[src/rtl/axis_frame_fifo.sv]
`default_nettype none
// ============================================================================
// Module : axis_frame_fifo
// AXI-Stream FIFO with cut-through (FRAME_MODE=0) or store-and-forward
// (FRAME_MODE=1) frame release and oversize-frame fallback.
// Rev    : 1.0
// ============================================================================
module axis_frame_fifo #(
  parameter int DATA_W     = 8,
  parameter int DEPTH      = 16,
  parameter int FRAME_MODE = 0
) (
  input  logic                   clk,
  input  logic                   rst,
  input  logic [DATA_W-1:0]      s_data,
  input  logic                   s_valid,
  output logic                   s_ready,
  input  logic                   s_last,
  output logic [DATA_W-1:0]      m_data,
  output logic                   m_valid,
  input  logic                   m_ready,
  output logic                   m_last,
  output logic [$clog2(DEPTH):0] level,
  output logic [$clog2(DEPTH):0] frame_cnt,
  output logic                   oversize
);

  localparam int          AW      = $clog2(DEPTH);
  localparam logic [AW:0] c_depth = (AW+1)'(DEPTH);
  localparam logic [AW:0] c_one   = (AW+1)'(1);

  logic [DATA_W:0]   mem_q [DEPTH];
  logic [AW-1:0]     wr_ptr_q, rd_ptr_q;
  logic [AW:0]       level_q, level_d;
  logic [AW:0]       fcnt_q, fcnt_d;
  logic              s_ready_q, s_ready_d;
  logic              oversize_q, oversize_d;
  logic              release_q, release_d;
  logic              wr_en, rd_en;

  assign wr_en = s_valid & s_ready_q;
  assign rd_en = m_valid & m_ready;

  assign {m_last, m_data} = mem_q[rd_ptr_q];

  // release_q keeps a frame flowing once its first beat has left, which also
  // lets an oversize frame drain cut-through until its last beat.
  assign m_valid = (level_q != '0) &&
                   ((FRAME_MODE == 0) || (fcnt_q != '0) ||
                    (level_q == c_depth) || release_q);

  assign s_ready   = s_ready_q;
  assign level     = level_q;
  assign frame_cnt = fcnt_q;
  assign oversize  = oversize_q;

  always_comb begin
    level_d = level_q;
    case ({wr_en, rd_en})
      2'b10:   level_d = level_q + c_one;
      2'b01:   level_d = level_q - c_one;
      default: level_d = level_q;
    endcase

    fcnt_d = fcnt_q;
    case ({wr_en & s_last, rd_en & m_last})
      2'b10:   fcnt_d = fcnt_q + c_one;
      2'b01:   fcnt_d = fcnt_q - c_one;
      default: fcnt_d = fcnt_q;
    endcase

    release_d = release_q;
    if (rd_en) begin
      release_d = ~m_last;
    end

    s_ready_d  = (level_d < c_depth);
    oversize_d = (FRAME_MODE != 0) && (level_d == c_depth) &&
                 (level_q != c_depth) && (fcnt_d == '0);
  end

  always_ff @(posedge clk or negedge rst) begin
    if (!rst) begin
      wr_ptr_q   <= '0;
      rd_ptr_q   <= '0;
      level_q    <= '0;
      fcnt_q     <= '0;
      s_ready_q  <= 1'b0;
      oversize_q <= 1'b0;
      release_q  <= 1'b0;
    end else begin
      if (wr_en) begin
        wr_ptr_q <= wr_ptr_q + AW'(1);
      end
      if (rd_en) begin
        rd_ptr_q <= rd_ptr_q + AW'(1);
      end
      level_q    <= level_d;
      fcnt_q     <= fcnt_d;
      s_ready_q  <= s_ready_d;
      oversize_q <= oversize_d;
      release_q  <= release_d;
    end
  end

  // Payload storage carries no reset.
  always_ff @(posedge clk) begin
    if (wr_en) begin
      mem_q[wr_ptr_q] <= {s_last, s_data};
    end
  end

endmodule
`default_nettype wire

[config.mk]
export PLATFORM = sky130hd
export DESIGN_NAME = axis_frame_fifo
export DESIGN_NICKNAME = d
export VERILOG_FILES = /design/src/rtl/axis_frame_fifo.sv
export SDC_FILE = /design/constraint.sdc
export NUM_CORES = 1
export LEC_CHECK = 0
export ABC_AREA = 1
export CAP_MARGIN = 10
export CORE_UTILIZATION = 50
export DETAILED_ROUTE_END_ITERATION = 6
export GPL_TIMING_DRIVEN = 0
export PLACE_DENSITY = 0.68
export SLEW_MARGIN = 20
export SYNTH_ARGS = -nofsm -noshare
export SYNTH_HDL_FRONTEND = slang
export SYNTH_SLANG_ARGS = --single-unit
[constraint.sdc]
create_clock -name clk -period 7.7 [get_ports clk]
set_clock_uncertainty 0.1 [all_clocks]
set_input_delay 1.925 -clock clk [delete_from_list [all_inputs] [get_ports clk]]
set_output_delay 1.925 -clock clk [all_outputs]
set_load 0.005 [all_outputs]
Word-level counts from Yosys, hierarchy flattened --
Memory sizes are Yosys's and may differ from the RTL's. Index checks and enable logic that the tools add are counted.
Word-level totals: memories kept 1, output and inout port bits 22, word-level logic and storage cells 27, input bits 13, register bits 19, RAM bits 144
Memories:
- mem_q | depth 16, width 9, read ports 1, clocked after Yosys merged registers in 0, write ports 1, line 32 | logic [DATA_W:0] mem_q [DEPTH];
Cells by class: mux-type cells 4, add/subtract/negate cells 6, magnitude comparators 1, reduce and logical (&&, ||, !) cells 2, equal/unequal tests 4, bitwise gates (word level) 4
Operators with widths (count):
- case mux 5 bit (2 select lines) | 2
- adder 5 x 1 -> 5 bit (second input constant) | 2
- subtractor 5 x 1 -> 5 bit (second input constant) | 2
- adder 4 x 1 -> 4 bit (second input constant) | 2
- less-than comparator 5 bit (second input constant) | 1
- nonzero test 5 bit | 1
- bitwise AND 1 bit | 4
- equality test 2 x 1 -> 1 bit (second input constant) | 2
- equality test 2 bit (second input constant) | 2
- two-way mux 1 bit | 2
- nonzero test 2 bit | 1

Logic depth before layout (Yosys ltp) --
depth in word-level cells 5, mapped depth 19, gate-level depth less buffers 17

Worst setup path after synthesis --
No wires, ideal clock.
path kind input-to-reg, from in s_valid, to reg fcnt_q[4] (netlist: frame_cnt[4]), stages on the path 13, library setup time 117 ps, arrival 3343 ps, path buffers 0, slack 4141 ps, data required time 7483 ps, cells stage by stage nand2_1 -> inv_1 -> nand2_1 -> ha_1 -> inv_1 -> fa_1 -> inv_1 -> nand2_1 -> nand2_1 -> a21oi_1 -> xor2_1 -> nand2_1 -> nand2_1
On the way: longest elaborated chain between the ends 4, elaborated cells on any way between the ends 6, classes of those cells eq/ne (2); mux (1); bitwise (2); reduce/logical (1)
RTL lines:
- start, declared | line 16 | input logic s_valid,
- bitwise AND 1 bit * | line 41 | assign wr_en = s_valid & s_ready_q;
- bitwise AND 1 bit * | line 66 | case ({wr_en & s_last, rd_en & m_last})
- equality test 2 x 1 -> 1 bit / equality test 2 bit (equally long branches) | line 66
- case mux 5 bit (2 select lines) / nonzero test 2 bit (equally long branches)
- end signal, assigned | line 99 | fcnt_q <= fcnt_d;
- end, declared | line 35 | logic [AW:0] fcnt_q, fcnt_d;
Mark *: on every way between the ends. The rest lies on a longest branch, timed or not. A chain may end at the register's enable or synchronous reset.

Worst setup path in the final report --
from reg rd_ptr_q[2], to out m_data[4]
On the way: longest elaborated chain between the ends 1
RTL lines:
- start, declared | line 33 | logic [AW-1:0] wr_ptr_q, rd_ptr_q;
- start signal, assigned | line 96 | rd_ptr_q <= rd_ptr_q + AW'(1);
- memory (16 x 9 bit)
- end, declared | line 19 | output logic [DATA_W-1:0] m_data,
Every way passes these cells.

==> impl_metrics.csv <==
group,metric,value,unit
outcome,status,"finished clean",
placement,gp_congestion,0.846,
timing,hold_viol_final,0,
min_path,worst_hold_startpoint,"frame_cnt[0]$_DFFE_PN0P_",
drt,first_pass_iters,5,
cts,root_buffer,"clkbuf_16",
min_path,hold-path-endpoint,"frame_cnt[0]$_DFFE_PN0P_",
drt,wl,16900,um
final_layout,fillers,1066,
cts,h-tree-depth,4,
timing,fmax,217,MHz
grt,grt_max_degree,20,
worst_setup_path,crit_type,"reg2out",
logic_synthesis,synth-seq-area-share,0.685,
timing,setup_viol,0,
floorplan,die_height,120,um
logic_synthesis,ys_ff_latch,163,
cts,cts_inserted_buffers,17,
cts,cts.clk_slew.worst_paths,0.06,ns
drt,drcViolationCount,0,
min_path,min_path_type,"reg2reg",
logic_synthesis,yosys.area.top_type,"edfxtp_1",
pwr,powerDensity,397,mW/mm2
final_layout,insertedDiodeCount,0,
worst_setup_path,rr_worst_depth,17,
job,max_cap_viol_count,0,
pwr,p_total,3.24,mW
floorplan,core_area,0.0135,mm2
min_path,whs_path_depth,1,
grt,antenna_found_initial,0,
worst_setup_path,r2r_start,"rd_ptr_q[1]$_DFFE_PN0P_",
grt,grt_use_total,0.250,
timing,post-route-period-util,0.597,
worst_setup_path,cp.arrival,2.57,ns
floorplan,die-area,0.0145,mm2
drt,detail_route.wl_per_cell,20.5,um
final_layout,nets,665,
placement,hpwl,10800,um
timing,relSlewSlack,0.232,
cts,cts_resized,0,
logic_synthesis,synth.top_cell.area_share,0.617,
drt,ant_nets,0,
grt,grt-ovfl-total,0,
logic_synthesis,syn-num-nets,612,
floorplan,pin_count,35,
final_layout,syn_to_final_growth,16.7,%
timing,grt_setup_unrepaired,"false",
cts,postCtsSetupRepairBufs,0,
cts,tritoncts,"yes",
cts,hold_buffers,0,
timing,maxSlewViolCount,0,
worst_setup_path,reg2reg_slack,4.78,ns
drt,vias_per_cell,5.68,
logic_synthesis,synth_cell_types,27,
final_layout,final_common_cell,"edfxtp_1",
logic_synthesis,syn_avg_cell_area,12.0,um2
pwr,static-leakage-power,3.01,nW
timing,worst_pin_slew,1.15,ns
final_layout,fin_cells,826,
logic_synthesis,netlist_area,0.00701,mm2
logic_synthesis,synth_top_cells_by_area,"edfxtp_1 (62%), dfrtp_1 (6.8%), nor2_1 (4.5%), o21ai_0 (4.1%), nand2_1 (3.5%)",
drt,first_iter_violations,531,
cts,clock_latency,0.42,ns
final_layout,mostFrequentLayoutCells,"edfxtp_1 (144), nor2_1 (83), nand2_1 (66)",
floorplan,start_util,0.521,
floorplan,rows,42,
grt,grt_pass1_vias,4732,
pwr,irDropWorstVdd,185,uV
timing,fin_tns_setup,0,ns
cts,cts_sinks,163,
worst_setup_path,r2r_end,"frame_cnt[4]$_DFFE_PN0P_",
final_layout,layout-drive-gt1-share,0.109,
placement,placed_cells,794,
placement,portBuffers,33,
logic_synthesis,synth_warnings,0,
worst_setup_path,endpoint_kind,"output pin",
timing,whs,0.428,ns
logic_synthesis,syn_inst,584,
worst_setup_path,critPathMaxFanout,10,
worst_setup_path,worstPathRequired,5.68,ns
drt,vias,4694,
grt,grt_pass1_wl,26200,um
floorplan,die_w,120,um
worst_setup_path,worst_setup_path_start_kind,"register",
timing,min_period,4.60,ns
cts,clockBufferDepth,2,
## flip-flops by register name, indices dropped and copies added (netlist names), named ones only
signal and count:
frame_cnt 5, level 4, mem_q 144, rd_ptr_q 4
s_ready 1, wr_ptr_q 4
## cells by family (layout without fill, tap and decap cells)
kind of cell / Yosys count / after routing / synth area share
AOI/OAI and AO/OA: 125 / 125 / 0.108
xor gates and xnor gates: 13 / 13 / 0.0162
adders and majority gates: 15 / 15 / 0.0289
buffers and inverters: 81 / 147 / 0.0553
DFF: 163 / 163 / 0.685
other: 1 / 1 / 0.000535
and+or+nand+nor: 186 / 186 / 0.107
## critical path, cell delays in order (launching register included)
cell,delay [ns]
dfrtp_1,0.36
clkinv_1,0.37
clkbuf_1,0.42
o211ai_1,0.21
nand3_1,0.16
nand2_1,0.11
clkdlybuf4s50_1,0.51
## cells in the mapped netlist
master,instances
dfrtp_1,19
o21ai_0,58
edfxtp_1,144
nand2_1,66
buf_6,6
clkbuf_1,5
clkbuf_2,4
buf_1,1
nand3_1,31
buf_4,6
inv_1,48
or2_2,1
a21oi_1,6
buf_2,9
clkinv_1,1
o211ai_1,32
inv_2,1
nand4_1,2
ha_1,13
xnor2_1,5
fa_1,2
nor3_1,2
o21ai_1,16
nor2_1,84
a21oi_2,13
xor2_1,8
conb_1,1
## worst max path at each step
| stage | startpoint | slack (ns) | endpoint |
|---|---|---|---|
| finish | rd_ptr_q[2]$_DFFE_PN0P_ | 3.10 | m_data[4] |
| global route | rd_ptr_q[1]$_DFFE_PN0P_ | 2.95 | m_data[4] |
| CTS | rd_ptr_q[0]$_DFFE_PN0P_ | 3.07 | m_data[5] |
| detailed placement | s_valid | 3.38 | mem_q[4][6]$_DFFE_PP_ |
| floorplan | s_valid | 4.14 | frame_cnt[4]$_DFFE_PN0P_ |
| global placement | s_valid | 3.39 | mem_q[3][1]$_DFFE_PP_ |
## stage by stage
| step | setup slack (ns) | instance area (um2) | util |
|---|---|---|---|
| after floorplan | 4.14 | 7010 | - |
| after global placement | 3.39 | 7560 | 0.562 |
| after detailed placement | 3.38 | 7580 | 0.563 |
| after CTS | 3.07 | 8170 | 0.608 |
| after global routing | 2.95 | 8180 | 0.608 |
| final | 3.10 | 8180 | 0.608 |
## metal layers
metal / share of wire / track usage / routed length (um) / up-vias
met4: 0.027 / 0.108 / 459 / 0
met1: 0.41 / 0.324 / 6920 / 2283
met5: 0 / 0 / 0 / -
met2: 0.49 / 0.411 / 8290 / 225
met3: 0.074 / 0.0519 / 1240 / 36
li1: - / - / - / 2150
## cell type report
cell class,instances,area (um2),share of cell area
Multi-Input combinational cell,340,1830,0.224
Tap cell,176,220,0.0269
Inverter,50,188,0.0230
Sequential cell,163,4800,0.587
Clock buffer,18,429,0.0525
Timing Repair Buffer,34,338,0.0413
Clock inverter,14,168,0.0205
Buffer,31,200,0.0245
## power by group
| group | internal (mW) | switching (mW) |
|---|---|---|
| sequential | 1.05 | 0.0524 |
| clock | 0.534 | 0.324 |
| combinational | 0.494 | 0.786 |
| total | 2.08 | 1.16 |
Power figures use the tool's default switching activity.
